`src/rtl/instr_fetch_unit.sv`:
```
// Fetch stage: owns the fetch PC, runs one req/ack transaction at a time to
// instruction memory and queues fetched words for decode behind valid/ready.
module instr_fetch_unit #(
    parameter logic [15:0] RESET_PC = 16'h0000,
    parameter int          DEPTH    = 2
) (
    input  logic        clock,
    input  logic        reset,
    output logic        imem_req,
    output logic [15:0] imem_addr,
    input  logic        imem_ack,
    input  logic [15:0] imem_rdata,
    input  logic        redirect,
    input  logic [15:0] redirect_pc,
    output logic [15:0] ir,
    output logic [15:0] ir_pc,
    output logic        ir_valid,
    input  logic        ir_ready
);

    localparam int AW = (DEPTH > 1) ? $clog2(DEPTH) : 1;
    localparam int CW = AW + 1;

    typedef enum logic [1:0] {IDLE, WAIT, DROP} state_t;

    state_t        state, state_nxt;
    logic [15:0]   fetch_pc, fetch_pc_nxt;
    logic [15:0]   drop_addr;
    logic [15:0]   buf_ir [DEPTH];
    logic [15:0]   buf_pc [DEPTH];
    logic [AW-1:0] rd_ptr, wr_ptr;
    logic [CW-1:0] count, count_nxt;
    logic          push, pop, room;

    // A redirect flushes the buffer, so neither a pop nor a push takes effect.
    assign pop       = ir_valid && ir_ready && !redirect;
    assign push      = (state == WAIT) && imem_ack && !redirect;
    assign count_nxt = count + CW'(push) - CW'(pop);
    assign room      = count_nxt < CW'(DEPTH);

    assign imem_req  = (state != IDLE);
    assign imem_addr = (state == DROP) ? drop_addr : fetch_pc;
    assign ir_valid  = (count != '0);
    assign ir        = buf_ir[rd_ptr];
    assign ir_pc     = buf_pc[rd_ptr];

    always_comb begin
        state_nxt    = state;
        fetch_pc_nxt = fetch_pc;
        if (redirect) begin
            fetch_pc_nxt = redirect_pc & 16'hFFFE;
            case (state)
                // Request still in flight: keep it up, throw its data away later.
                WAIT:    state_nxt = imem_ack ? WAIT : DROP;
                DROP:    state_nxt = DROP;
                default: state_nxt = WAIT;
            endcase
        end else begin
            case (state)
                IDLE: if (room) state_nxt = WAIT;
                WAIT: if (imem_ack) begin
                    fetch_pc_nxt = fetch_pc + 16'd2;
                    state_nxt    = room ? WAIT : IDLE;
                end
                DROP: if (imem_ack) state_nxt = WAIT;
                default: state_nxt = IDLE;
            endcase
        end
    end

    always_ff @(posedge clock) begin
        if (reset) begin
            state     <= IDLE;
            fetch_pc  <= RESET_PC & 16'hFFFE;
            drop_addr <= '0;
            count     <= '0;
            rd_ptr    <= '0;
            wr_ptr    <= '0;
            for (int i = 0; i < DEPTH; i++) begin
                buf_ir[i] <= '0;
                buf_pc[i] <= '0;
            end
        end else begin
            state    <= state_nxt;
            fetch_pc <= fetch_pc_nxt;
            if (redirect && (state == WAIT) && !imem_ack)
                drop_addr <= fetch_pc;
            if (redirect) begin
                count  <= '0;
                rd_ptr <= '0;
                wr_ptr <= '0;
            end else begin
                count <= count_nxt;
                if (push) begin
                    buf_ir[wr_ptr] <= imem_rdata;
                    buf_pc[wr_ptr] <= fetch_pc;
                    wr_ptr         <= wr_ptr + AW'(1);
                end
                if (pop)
                    rd_ptr <= rd_ptr + AW'(1);
            end
        end
    end

endmodule

```
`config.mk`:
```
export PLATFORM = sky130hd
export DESIGN_NAME = instr_fetch_unit
export DESIGN_NICKNAME = d
export VERILOG_FILES = /design/src/rtl/instr_fetch_unit.sv
export SDC_FILE = /design/constraint.sdc
export NUM_CORES = 1
export LEC_CHECK = 0
export ABC_AREA = 1
export ABC_CLOCK_PERIOD_IN_PS = 6190
export CAP_MARGIN = 10
export CORE_AREA = 2 2 79 119
export DETAILED_ROUTE_END_ITERATION = 7
export DIE_AREA = 0 0 81 121
export PLACE_DENSITY_LB_ADDON = 0.2
export SLEW_MARGIN = 0
export SYNTH_ARGS = -nofsm -noshare
export SYNTH_HDL_FRONTEND = slang
export SYNTH_SLANG_ARGS = --single-unit
```
`constraint.sdc`:
```
create_clock -name clock -period 6.19 [get_ports clock]
set_clock_uncertainty 0.15 [all_clocks]
set_input_delay 1.5475 -clock clock [delete_from_list [all_inputs] [get_ports clock]]
set_output_delay 1.5475 -clock clock [all_outputs]
set_load 0.02 [all_outputs]
```
-- Yosys cells after proc, flatten, opt, wreduce, memory -nomap -nowiden
Memory sizes are Yosys's and may differ from the RTL's. A register that Yosys moved wholly into a read port is not among the register bits.
Cells that the tools add are included.
- flip-flop bits (word level): 38
- bits in writable memories: 64
- bits of input ports: 37
- output and inout bits: 50
- word-level logic and storage cells: 67
- memories kept: 2
- memories (name ; depth ; bits a word ; rd ports ; clocked after memory_dff ; wr ports ; RTL line ; RTL):
    buf_ir ; 2 ; 16 ; 1 ; 1 ; 2 ; 29 ; logic [15:0] buf_ir [DEPTH];
    buf_pc ; 2 ; 16 ; 1 ; 1 ; 2 ; 30 ; logic [15:0] buf_pc [DEPTH];
- add/sub/neg operators: 5
- order comparisons: 1
- equal/unequal tests: 5
- muxes and demuxes: 28
- reduce and logical (&&, ||, !) cells: 19
- operators with widths (cell ; number):
    $mux W16 ; 6
    $reduce_or A16 Y1 ; 2
    $add A16 B2 Y16 const B ; 1
    $mux W1 ; 15
    $mux W2 ; 5
    $ne A3 B3 Y1 const B ; 3
    $reduce_bool A2 Y1 ; 4
    $logic_and A1 B1 Y1 ; 6
    $pmux W2 S3 ; 1
    $pmux W2 S2 ; 1
    $reduce_and A2 Y1 ; 2
    $reduce_and A3 Y1 ; 1
    $add A1 B1 Y1 const B ; 2
    $add A2 B1 Y2 ; 1
    $eq A2 B1 Y1 const B ; 1
    $eq A2 B2 Y1 const B ; 1
    $logic_not A1 Y1 ; 2
    $logic_not A2 Y1 ; 1
    $lt A2 B2 Y1 const B ; 1
    $reduce_or A2 Y1 ; 1
    $sub A2 B1 Y2 ; 1

-- Logic depth before layout (Yosys ltp)
Gate-level depths: netlist of run 1.
- word-level depth: 10
- depth in mapped cells: 19
- depth with buffers taken out: 19

-- Worst setup path after synthesis of run 1
No wires, ideal clock.
- path type: input to register
- start: in redirect
- end: mem buf_ir[1][0] (enable)
- library setup time: 388 ps
- data arrival time: 2890 ps
- required time: 5652 ps
- setup slack: 2761 ps
- stages on the path: 5
- path buffers: 2
- cells stage by stage: buf_4 -> nor2_1 -> nand3_1 -> buf_2 -> nand2_1
- RTL lines (what ; RTL line ; RTL):
    from (decl) ; 13 ; input logic redirect,
    to (decl) ; 29 ;

==> results by group, run 1 <==
Run status
  • Status: complete, no violations

Hold path
  • Worst hold path class: reg -> reg

Setup path
  • Worst endpoint data arrival time: 4.19 ns
  • CP top delay family: simple AND/OR/NAND/NOR gates
  • Max FO, Critical Path: 32
  • Critical path class: in -> reg
  • Data required, critical path: 6.08 ns
  • CP dominant cell by count: buf_4
  • Crit start category: primary input
  • Capturing element type of the critical path: flip-flop
  • Critical Path, Cell by Cell: clkdlybuf4s50_1 -> nand2_2 -> nor2_2 -> nand3_1 -> buf_4 -> nand2_1 -> buf_4
  • CP bufs+invs: 3
  • Worst stage delay on the critical path: 0.66 ns
  • Worst-path cell with the longest stage delay: nand2_1

CTS
  • Clk buf depth: 2
  • Clk slew on worst S/H paths: 0.06 ns
  • Max H-tree Level: 3
  • Root Buffer: clkbuf_16
  • # hold bufs at CTS: 0
  • CTS tree: yes
  • Clock Sinks: 99
  • CTS resizes: 0
  • Num CTS Buffers: 9
  • Post-CTS setup buffers: 0
  • Worst skew pair latency: 0.34 ns

Die
  • Die height: 121 um
  • I/O pins: 87
  • Initial core utilization: 0.533
  • Chip Width: 81 um
  • Die area: 9800 um2
  • Core area: 8720 um2
  • FP Rows: 42

Global routing
  • Initial antenna violation count: 0
  • Largest net degree at the start of global routing: 33
  • First-pass GRT wire length: 15.7 mm
  • Vias in the first global route: 3425
  • Total track usage: 0.210
  • GR Overflow Total: 0

Detailed routing
  • Post-DRT Antenna Nets: 0
  • Initial drt markers: 183
  • DRT Pass-1 Iters: 4
  • DR WL/cell: 14.2 um
  • DRC viols: 0
  • Total Routed Length: 9.74 mm
  • Vias: 3593
  • Vias/cell: 5.22

Yosys
  • Cell count after synthesis: 495
  • Syn Std Cell Area: 4650 um2
  • Netlist cell types: 30
  • Sequential area share after synthesis: 0.560
  • Syn avg cell area: 9.39 um2
  • Ys Warns: 0
  • FF+latch count, synth: 99

Pwr
  • Leakage power: 2.27 nW
  • Int Pwr: 0.00110 W
  • Cell Pwr Density: 247 nW/um2
  • Comb power frac: 0.120
  • Psw: 0.000340 W
  • Power share of the sequential group: 0.515
  • Max VDD drop: 0.172 mV
  • Sw Share: 0.236
  • Clock share of power: 0.365
  • Overall Power: 0.00144 W

Timing
  • Worst slew pin tran: 0.968 ns
  • Min Tclk post-route: 4.30 ns
  • Final Hold Fails: 0
  • Final setup fails: 0
  • Final Max Tran Viols: 0
  • Setup TNS Final: 0 ns
  • Fin crit share: 0.695
  • RSZ-0062 raised after global routing: no
  • Slew headroom: 0.354
  • Achievable frequency: 0.233 GHz

Finish
  • Fin nets: 617
  • Layout cell share with drive strength beyond 1: 0.119
  • Reg area: 2600 um2
  • Ant. Diodes: 0
  • FILL cells: 731
  • Multi-input logic area: 1700 um2
  • Area grow syn2layout: 25.6%

Placed design
  • Placer Congestion: 0.831
  • Post-DP HPWL: 6.83 mm
  • Port buffer count: 83

Flow run
  • Max cap viols: 0
-- placed cells by master (no fill, tap or decap), types with 2 or more instances in the layout --
master	instances
o21ai_0	43
nand2_2	3
buf_4	8
nor2_2	3
clkinv_2	2
nand3_2	3
ha_1	7
inv_1	59
clkdlybuf4s50_1	83
a31oi_1	5
nand3_1	20
dfxtp_1	37
a21oi_1	29
conb_1	2
nand4_1	3
clkbuf_8	2
clkbuf_16	9
mux2_2	31
nand2_1	75
edfxtp_1	62
nor3_1	4
nor2_1	71
xor2_1	6
-- worst paths after layout --
path | end | from | cells after the start | slack, ns
min reg2reg | rd_ptr$_SDFFE_PP0P_ | rd_ptr$_SDFFE_PP0P_ | 2 | 0.33
max reg2reg | buf_ir[0][6]$_SDFFCE_PN0P_ | state[1]$_SDFFE_PP0P_ | 8 | 3.02
min | rd_ptr$_SDFFE_PP0P_ | rd_ptr$_SDFFE_PP0P_ | 2 | 0.33
max | buf_ir[0][6]$_SDFFCE_PN0P_ | imem_ack | 7 | 1.89
-- area by class of cell --
type                    instances  share of cell area
clock buffers                  12              0.0439
flip-flops and latches         99               0.446
well taps                     110              0.0236
repair buffers                 91               0.153
multi-input cells             312               0.291
clock inverters                 4             0.00450
inverters                      60              0.0386
-- registers in the layout (all words and copies together) (netlist names), named ones only --
signal / flops
state: 2
drop_addr: 15
buf_ir: 32
buf_pc: 30
count: 2
fetch_pc: 15
rd_ptr: 1
wr_ptr: 1
-- power groups by stage --
| stage | clock [W] | sequential [W] | combinational, W |
|---|---|---|---|
| after detailed placement | 0 | 0.000756 | 0.000173 |
| after floorplan | 0 | 0.000753 | 0.0000977 |
| after CTS | 0.000531 | 0.000742 | 0.000174 |
| after global routing | 0.000555 | 0.000745 | 0.000189 |
| after global placement | 0 | 0.000755 | 0.000170 |
| final | 0.000525 | 0.000742 | 0.000173 |
-- through the flow --
stage / cell area [um2] / hold WS, ns / worst slack (ns) / std cells / util
global route: 5840 / 0.369 / 1.60 / 688 / 0.669
finish: 5840 / 0.330 / 1.89 / 688 / 0.669
floorplan: 4650 / 0.297 / 2.76 / 496 / -
global placement: 5560 / 0.310 / 1.58 / 672 / 0.637
CTS: 5840 / 0.328 / 1.87 / 688 / 0.669
detailed placement: 5560 / 0.323 / 1.52 / 672 / 0.637
-- metal layers --
metal,GRT usage,share of wire
met1,0.230,0.38
met2,0.385,0.55
met3,0.0417,0.046
met4,0.0858,0.020
met5,0,0
-- cells by family (layout without fill, tap and decap cells) --
| group | count (synthesis) | in the layout | share of synthesized area |
|---|---|---|---|
| AOI/OAI and AO/OA | 81 | 81 | 0.0907 |
| xor gates and xnor gates | 6 | 6 | 0.0113 |
| DFF | 99 | 99 | 0.560 |
| and+or+nand+nor | 185 | 185 | 0.168 |
| adders and majority gates | 7 | 7 | 0.0188 |
| buffers and inverters | 85 | 167 | 0.0753 |
| muxes | 31 | 31 | 0.0751 |
| other | 1 | 2 | 0.000807 |
-- worst reg2reg max path: stages, from the launching register on --
cell,delay (ns)
dfxtp_1,0.35
inv_1,0.09
ha_1,0.21
nand2_2,0.14
nor2_2,0.49
nand3_1,0.15
buf_4,0.29
nand2_1,0.66
buf_4,0.35
-- synth_stat cells (all sizes together) --
cell,count,area share
xor2,6,0.011
clkbuf,7,0.0057
a31oi,5,0.0067
inv,60,0.048
edfxtp,62,0.40
dfxtp,37,0.16
a21oi,30,0.033
nor3,5,0.0065
nand4,3,0.0040
o21bai,1,0.0016
buf,18,0.021
mux2,31,0.075
conb,1,0.00081
nor2,75,0.064
o21ai,45,0.049
ha,7,0.019
or2,1,0.0013
nand2,78,0.065
nand3,23,0.028
No activity file was read; power rests on OpenSTA's default activity.
==> inputs of run 2 (changes only) <==
- ABC_CLOCK_PERIOD_IN_PS: 6190 -> 4120
- CORE_AREA: 2 2 79 119 -> 2 2 81 121
- DIE_AREA: 0 0 81 121 -> 0 0 83 123
- clock period: 6.19 -> 4.12 ns (I/O delays scaled with it)
==> results by group, run 2 (synthesis results as in run 1) <==
Detailed routing
  • Vias/cell: 5.26 (+0.81%)
  • Met1 Wirelength: 4.01 mm (+8.3%)
  • Total Routed Length: 10.1 mm (+3.8%)
  • Post-DRT Antenna Nets: 0 (unchanged)
  • DRC viols: 0 (unchanged)
  • Routed wl met2: 5.53 mm (+2.6%)
  • Highest metal used: met4
  • DRT Pass-1 Iters: 4 (unchanged)
  • Vias: 3643 (+1.4%)
  • WL met3: 339 um (-24%)
  • Initial drt markers: 181 (-1.1%)
  • DR WL/cell: 14.6 um (+3.2%)

Finish
  • Fin util: 0.646 (-0.0234)
  • Most frequent cells in the layout: 83 x clkdlybuf4s50_1, 75 x nand2_1, 71 x nor2_1, 62 x edfxtp_1, 59 x inv_1
  • Non-Filler Instances: 692 (+0.58%)
  • Area grow syn2layout: 27.8%
  • Max FFs per register: 32 (unchanged)
  • Finished Cell Area: 5940 um2 (+1.8%)
  • Layout cell share with drive strength beyond 1: 0.124 (+0.00476)
  • Most common cell after layout, fill and taps aside: clkdlybuf4s50_1
  • Largest registers: buf_ir x32, buf_pc x30
  • FILL cells: 764 (+4.5%)
  • Ant. Diodes: 0 (unchanged)
  • Most flop-heavy register: buf_ir
  • Fin nets: 620 (+0.49%)

Global routing
  • Total track usage: 0.204 (-0.00585)
  • Vias in the first global route: 3526 (+2.9%)
  • Initial antenna violation count: 0 (unchanged)
  • Largest net degree at the start of global routing: 32 (-3.0%)
  • First-pass GRT wire length: 16.5 mm (+5.0%)
  • GR Overflow Total: 0 (unchanged)

CTS
  • Num CTS Buffers: 9 (unchanged)
  • Clock Sinks: 99 (unchanged)
  • Root Buffer: clkbuf_16
  • Max H-tree Level: 3 (unchanged)
  • Clk slew on worst S/H paths: 0.06 ns (about the same)
  • Worst skew pair latency: 0.34 ns (about the same)
  • Post-CTS setup buffers: 0 (unchanged)
  • CTS resizes: 0 (unchanged)
  • CTS tree: yes
  • # hold bufs at CTS: 0 (unchanged)
  • Clk buf depth: 2 (unchanged)

Timing
  • Min Tclk post-route: 3.58 ns
  • Final Hold Fails: 0 (unchanged)
  • Final setup fails: 0 (unchanged)
  • Hold_ws: 0.327 ns (-0.00334 ns)
  • Setup TNS Final: 0 ns (unchanged)
  • Fin crit share: 0.869
  • Final Max Tran Viols: 0 (unchanged)
  • Worst slew pin tran: 0.513 ns (-0.456 ns)
  • Achievable frequency: 0.279 GHz
  • RSZ-0062 raised after global routing: no
  • Slew headroom: 0.658 (+0.304)

Setup path
  • Worst stage delay on the critical path: 0.66 ns (about the same)
  • Worst endpoint data arrival time: 2.40 ns (-1.79 ns)
  • Reg2Reg Depth: 19 (+11)
  • Critical Path, Cell by Cell: inv_1 -> ha_1 -> buf_4 -> nand2_1 -> o21ai_0 -> clkdlybuf4s50_1
  • RR Endpoint: state[0]$_SDFFE_PP0P_
  • Data required, critical path: 2.94 ns (-3.14 ns)
  • Worst-path cell with the longest stage delay: clkdlybuf4s50_1
  • Worst reg2reg setup slack: 1.56 ns (-1.46 ns)
  • Critical path class: reg -> out
  • Worst Setup SP: state[0]$_SDFFE_PP0P_
  • CP Capture Point: imem_addr[11]
  • Crit start category: flip-flop
  • Max FO, Critical Path: 18 (-44%)
  • Capturing element type of the critical path: primary output
  • R2r startpoint: state[1]$_SDFFE_PP0P_

Pwr
  • Int Pwr: 0.00187 W (+70%)
  • Power share of the sequential group: 0.466 (-0.049)
  • Comb power frac: 0.110 (-0.010)
  • Sw Share: 0.221 (-0.0154)
  • Cell Pwr Density: 403 nW/um2 (+63%)
  • Max VDD drop: 0.283 mV (+64%)
  • Clock share of power: 0.425 (+0.060)
  • Leakage power: 2.32 nW (+2.2%)
  • Psw: 0.000529 W (+55%)

Placed design
  • Post-DP Area: 5580 um2 (+0.45%)
  • Placed cell count: 677 (+0.74%)
  • Post-DP HPWL: 6.97 mm (+2.1%)
  • Placer Congestion: 0.804 (-3.2%)
  • Port buffer count: 83 (unchanged)

Die
  • Die height: 123 um (+1.7%)
  • Die area: 10200 um2 (+4.2%)
  • Chip Width: 83 um (+2.5%)
  • Core area: 9200 um2 (+5.5%)
  • Initial core utilization: 0.505 (-0.0276)
  • FP Rows: 43 (+2.4%)
  • I/O pins: 87 (unchanged)

Flow run
  • Max cap viols: 0 (unchanged)

Run status
  • Status: complete, no violations

Hold path
  • Worst hold path class: reg -> reg
[run 2: cell types whose count changed in the layout (fill, tap and decap cells not counted), sizes merged]
| cell | delta |
|---|---|
| clkbuf | -3 |
| clkinv | -3 |
| buf | +3 |
| inv | +1 |
| bufinv | +4 |
[run 2: worst min-delay path by stage]
stage                         from                  end  slack, ns  cells after the start
2_1_floorplan  rd_ptr$_SDFFE_PP0P_            flip-flop       0.30                      2
3_3_place_gp   rd_ptr$_SDFFE_PP0P_  rd_ptr$_SDFFE_PP0P_       0.31                      2
3_5_place_dp   rd_ptr$_SDFFE_PP0P_  rd_ptr$_SDFFE_PP0P_       0.31                      2
4_1_cts        rd_ptr$_SDFFE_PP0P_  rd_ptr$_SDFFE_PP0P_       0.33                      2
5_1_grt        rd_ptr$_SDFFE_PP0P_            flip-flop       0.36                      2
6_report       rd_ptr$_SDFFE_PP0P_  rd_ptr$_SDFFE_PP0P_       0.33                      2
[run 2: metal layers]
layer / up-vias / global-route usage
met1: 1746 / 0.224
met5: - / 0
li1: 1794 / -
met2: 86 / 0.390
met3: 17 / 0.0247
met4: 0 / 0.0943
[run 2: cell type report]
cell class	count	area (um2)	share of cell area
Inverter	60	225	0.0379
Timing Repair Buffer	94	913	0.154
Sequential cell	99	2600	0.438
Tap cell	112	140	0.0236
Clock inverter	6	136	0.0229
Clock buffer	9	225	0.0379
Multi-Input combinational cell	312	1700	0.286
[run 2: power groups by stage]
stage	sequential [W]	combinational [W]	clock, W
2_1_floorplan	0.00113	0.000147	0
3_3_place_gp	0.00113	0.000258	0
3_5_place_dp	0.00114	0.000262	0
4_1_cts	0.00111	0.000264	0.00103
5_1_grt	0.00112	0.000287	0.00107
6_report	0.00111	0.000263	0.00102
[run 2: worst max-delay path, delay by kind of cell, from the launching register on]
family	cells	cell delay [ns]
fa+ha+maj	1	0.49
simple gates	1	0.06
compound gates	1	0.11
flops	1	0.33
buf+inv	3	1.06
[run 2: stage by stage]
stage,total power [W],setup WS (ns)
global placement,0.00139,0.773
floorplan,0.00128,1.21
CTS,0.00241,0.524
detailed placement,0.00140,0.654
finish,0.00239,0.538
global route,0.00247,0.383
==> inputs of run 3 (changes only) <==
- ABC_CLOCK_PERIOD_IN_PS: 4120 -> 3900
- CORE_AREA: 2 2 81 121 -> 2 2 98 100
- DIE_AREA: 0 0 83 123 -> 0 0 100 102
- clock period: 4.12 -> 3.9 ns (I/O delays scaled with it)
==> results by group, run 3 (synthesis results as in run 1) <==
Setup path
  • Capturing element type of the critical path: primary output
  • Data required, critical path: 2.77 ns (-0.17 ns)
  • Critical Path, Cell by Cell: inv_1 -> ha_1 -> buf_4 -> o21ai_0 -> clkdlybuf4s50_1
  • Max FO, Critical Path: 31 (+13)
  • Critical path class: reg -> out
  • Crit start category: flip-flop
  • Worst-path cell with the longest stage delay: clkdlybuf4s50_1
  • CP top delay family: buffers and inverters
  • CP bufs+invs: 3 (unchanged)
  • Worst stage delay on the critical path: 0.67 ns (about the same)
  • Worst endpoint data arrival time: 2.26 ns (-0.14 ns)

Placed design
  • Placed cell count: 677 (unchanged)
  • Post-DP HPWL: 6.76 mm (-3.1%)
  • Placer Congestion: 0.805 (+0.16%)
  • Port buffer count: 83 (unchanged)

Pwr
  • Psw: 0.000551 W (+4.3%)
  • Max VDD drop: 0.209 mV (-26%)
  • Leakage power: 2.24 nW (-3.2%)
  • Cell Pwr Density: 359 nW/um2 (-11%)
  • Int Pwr: 0.00152 W (-18%)
  • Clock share of power: 0.298 (-0.127)
  • Sw Share: 0.266 (+0.0450)
  • Comb power frac: 0.134 (+0.024)
  • Power share of the sequential group: 0.567 (+0.101)

CTS
  • Clock Sinks: 99 (unchanged)
  • Root Buffer: clkbuf_8
  • Num CTS Buffers: 9 (unchanged)
  • Clk buf depth: 2 (unchanged)
  • CTS resizes: 0 (unchanged)
  • CTS tree: yes
  • Worst skew pair latency: 0.36 ns (+0.02 ns)
  • Post-CTS setup buffers: 0 (unchanged)
  • Clk slew on worst S/H paths: 0.10 ns (+0.04 ns)
  • # hold bufs at CTS: 0 (unchanged)
  • Max H-tree Level: 3 (unchanged)

Finish
  • Most common cell after layout, fill and taps aside: clkdlybuf4s50_1
  • Non-Filler Instances: 693 (+0.14%)
  • Layout cell share with drive strength beyond 1: 0.127 (+0.00301)
  • Most flop-heavy register: buf_ir
  • Ant. Diodes: 0 (unchanged)
  • Most frequent cells in the layout: 83 x clkdlybuf4s50_1, 75 x nand2_1, 71 x nor2_1, 62 x edfxtp_1, 59 x inv_1
  • Fin nets: 621 (+0.16%)
  • Area grow syn2layout: 24.1%
  • Max FFs per register: 32 (unchanged)
  • Largest registers: buf_ir x32, buf_pc x30

Timing
  • Min Tclk post-route: 3.38 ns
  • Achievable frequency: 0.296 GHz
  • Final setup fails: 0 (unchanged)
  • Final Hold Fails: 0 (unchanged)
  • Final Max Tran Viols: 0 (unchanged)
  • Fin crit share: 0.867
  • Setup TNS Final: 0 ns (unchanged)
  • RSZ-0062 raised after global routing: no

Detailed routing
  • DR WL/cell: 14.2 um (-3.0%)
  • Vias: 3585 (-1.6%)
  • DRC viols: 0 (unchanged)
  • Post-DRT Antenna Nets: 0 (unchanged)
  • Total Routed Length: 9.82 mm (-2.9%)
  • Vias/cell: 5.17 (-1.7%)
  • DRT Pass-1 Iters: 4 (unchanged)
  • Initial drt markers: 100 (-45%)

Global routing
  • Total track usage: 0.195 (-0.00851)
  • GR Overflow Total: 0 (unchanged)
  • Initial antenna violation count: 0 (unchanged)
  • Largest net degree at the start of global routing: 32 (unchanged)
  • Vias in the first global route: 3383 (-4.1%)
  • First-pass GRT wire length: 15.6 mm (-5.2%)

Die
  • Chip Width: 100 um (+20%)
  • Die height: 102 um (-17%)
  • Initial core utilization: 0.510 (+0.00507)
  • Core area: 9110 um2 (-0.99%)
  • FP Rows: 35 (-19%)
  • I/O pins: 87 (unchanged)
  • Die area: 10200 um2 (about the same)

Hold path
  • Worst hold path class: reg -> reg

Run status
  • Status: complete, no violations

Flow run
  • Max cap viols: 0 (unchanged)
-- run 3: changes by cell type in the layout (fill, tap and decap cells not counted), sizes merged --
cell,change
bufinv,-4
buf,+1
inv,+2
clkinv,+3
-- run 3: layer usage --
layer,vias up,wire length (um),GRT usage
li1,1792,-,-
met1,1679,4290,0.245
met2,100,4830,0.338
met3,14,534,0.0410
met4,0,159,0.0695
met5,-,0,0
-- run 3: tightest hold or removal path: cells and delay by family (launching register included) --
family                 cells  cell delay, ns
buffers and inverters      1            0.07
DFF                        1            0.31
AOI/OAI and AO/OA          1            0.06
-- run 3: cell type report --
class | instances | area (um2)
clock buffers | 9 | 124
repair buffers | 95 | 921
inverters | 60 | 225
clock inverters | 7 | 58.8
well taps | 111 | 139
flip-flops and latches | 99 | 2600
fillers | 783 | 3340
multi-input cells | 312 | 1700
-- run 3: per-stage QoR --
step / utilization / hold slack (ns) / power [W] / instance area [um2] / setup slack (ns)
final: 0.634 / 0.332 / 0.00207 / 5770 / 0.518
after global placement: 0.613 / 0.307 / 0.00147 / 5590 / 0.644
after floorplan: - / 0.297 / 0.00135 / 4650 / 1.04
after CTS: 0.634 / 0.330 / 0.00208 / 5770 / 0.540
after global routing: 0.634 / 0.369 / 0.00216 / 5770 / 0.414
after detailed placement: 0.613 / 0.316 / 0.00148 / 5590 / 0.580
-- run 3: worst paths after layout --
kind	start	end	slack [ns]	depth (start not counted)
max	state[0]$_SDFFE_PP0P_	imem_addr[15]	0.52	5
min	rd_ptr$_SDFFE_PP0P_	rd_ptr$_SDFFE_PP0P_	0.33	2
max reg2reg	state[1]$_SDFFE_PP0P_	state[0]$_SDFFE_PP0P_	1.48	19
min reg2reg	rd_ptr$_SDFFE_PP0P_	rd_ptr$_SDFFE_PP0P_	0.33	2
-- run 3: power by group through the flow --
stage          Clock [W]  Sequential [W]  Combinational [W]
3_3_place_gp           0         0.00120           0.000273
2_1_floorplan          0         0.00119           0.000155
5_1_grt         0.000676         0.00118           0.000304
6_report        0.000619         0.00118           0.000279
4_1_cts         0.000628         0.00118           0.000281
3_5_place_dp           0         0.00120           0.000279
==> RTL change, RTL diff (settings of run 3) <==
The 3 states of `state_t` get a one-hot encoding in 3 bits.
--- a/src/rtl/instr_fetch_unit.sv
+++ b/src/rtl/instr_fetch_unit.sv
@@ -21,7 +21,7 @@
     localparam int AW = (DEPTH > 1) ? $clog2(DEPTH) : 1;
     localparam int CW = AW + 1;
 
-    typedef enum logic [1:0] {IDLE, WAIT, DROP} state_t;
+    typedef enum logic [2:0] {IDLE = 3'b001, WAIT = 3'b010, DROP = 3'b100} state_t;
 
     state_t        state, state_nxt;
     logic [15:0]   fetch_pc, fetch_pc_nxt;
Behaviour: no difference found for any inputs over 4 cycles, from zero or initial values and one cycle with reset high; so few cycles prove little.
==> RTL change against run 3 <==
First-iteration DRC count rose by 22%. Synthesized area rose by 2.9%. Highest routed layer unchanged. Combinational power fell by 6%. Critical endpoint is now imem_addr[3]. Total power rose by 1.1%. Wire length rose by 0.98%. Die area did not move. Clock power rose by 4.2%. Sequential cell count rose by 1. Worst setup slack got worse by 0.17 ns. Final area rose by 1.4%.
==> RTL change: results <==
group,metric,value,unit
grt,grt_usage,20.2,%
finish,num-fill-cells,749,
clock_tree,post-cts-setup-buffers,0,
finish,nets,628,
finish,drive_gt1_share,13.3,%
grt,grt_start_max_net_pins,33,
grt,antenna_found_initial,0,
worst_setup_path,timing.rr.start,"state[1]",
worst_hold_path,holdCritStartpoint,"drop_addr[10]",
grt,grt_pass1_vias,3512,
grt,grt_pass1_wl,16200,um
worst_hold_path,min_to,"drop_addr[10]",
place,dpl.hpwl,6640,um
place,place_area,0.00566,mm^2
place,gp_congestion,0.872,
detailed_routing,drt_iter0_drc,122,
clock_tree,htree_num_levels,3,
synthesis,seq_area_frac_synth,54.8,%
detailed_routing,num_vias,3620,
worst_setup_path,r2r_end,"state[0]",
synthesis,ys_warn_count,0,
synthesis,netlist_top_cells_count,"nor2_1, inv_1, nand2_1",
worst_setup_path,arrival,2.43,ns
synthesis,synthTopCellsByArea,"edfxtp_1, dfxtp_1, mux2_2, nor2_1, inv_1",
timing,holdWs,0.304,ns
worst_setup_path,ff2ff_path_depth,14,
power,p_switching,0.536,mW
status,status,"finished clean",
clock_tree,post_cts_resized,0,
detailed_routing,drt_wl_total,9910,um
power,total_leakage_power,2.27,nW
power,vdd_drop_max,173,uV
worst_setup_path,rrSetupSlack,1.66,ns
synthesis,synth_cell_types,35,
worst_setup_path,cp_slowest_cell,"clkdlybuf4s50_1",
worst_setup_path,worstPathMaxFanout,32,
## RTL change: changes by cell type in the layout (fill, tap and decap cells not counted), sizes merged, moves of 3 or more
cell | before | now
inv | 63 | 77
nor2 | 75 | 83
nand2 | 78 | 72
buf | 12 | 8
ha | 7 | 3
nor3 | 5 | 2
## RTL change: cell families after synthesis
logic type / after synthesis / share of synthesized area [%]
muxes: 31 / 7.30
buffers and inverters: 101 / 9.11
and+or+nand+nor: 188 / 17.8
xor gates and xnor gates: 5 / 0.916
AOI/OAI and AO/OA: 83 / 9.18
adders and majority gates: 3 / 0.785
DFF: 100 / 54.8
other: 1 / 0.0784
## RTL change: layer usage
| layer | share of wire, % | global-route usage (%) |
|---|---|---|
| met3 | 5.2 | 3.08 |
| met2 | 48 | 34.1 |
| met4 | 1.3 | 7.27 |
| met5 | 0 | 0 |
| met1 | 45 | 26.7 |
## RTL change: critical path: cells and delay by family (launching register included)
family,cells,cell delay (ns)
buf+inv,1,0.66
flops,1,0.37
compound gates,1,0.44
simple gates,2,0.60
## RTL change: final cells by class
| class | count | area, um^2 | share of cell area (%) |
|---|---|---|---|
| Inverter | 74 | 278 | 4.75 |
| Tap cell | 111 | 139 | 2.37 |
| Sequential cell | 100 | 2620 | 44.8 |
| Clock buffer | 11 | 154 | 2.63 |
| Multi-Input combinational cell | 312 | 1730 | 29.5 |
| Clock inverter | 5 | 40.0 | 0.684 |
| Timing Repair Buffer | 91 | 891 | 15.2 |
## RTL change: power by group through the flow
stage | sequential [mW] | combinational [mW] | clock (mW)
2_1_floorplan | 1.20 | 0.155 | 0
3_3_place_gp | 1.21 | 0.259 | 0
3_5_place_dp | 1.21 | 0.263 | 0
4_1_cts | 1.19 | 0.265 | 0.663
5_1_grt | 1.19 | 0.289 | 0.705
6_report | 1.19 | 0.263 | 0.645
## RTL change: worst max path at each step
stage / from / end / depth (start not counted)
2_1_floorplan: redirect / buf_ir[1][0] / 5
3_3_place_gp: imem_ack / state[0] / 15
3_5_place_dp: imem_ack / state[0] / 15
4_1_cts: state[1] / imem_addr[3] / 4
5_1_grt: state[1] / imem_addr[3] / 4
6_report: state[1] / imem_addr[3] / 4
## RTL change: through the flow
| step | cells | util (%) | setup slack [ns] |
|---|---|---|---|
| 6_report | 704 | 64.2 | 0.350 |
| 5_1_grt | 704 | 64.2 | 0.124 |
| 4_1_cts | 704 | 64.2 | 0.355 |
| 3_5_place_dp | 688 | 62.1 | 0.593 |
| 3_3_place_gp | 688 | 62.1 | 0.668 |
| 2_1_floorplan | 513 | - | 1.03 |
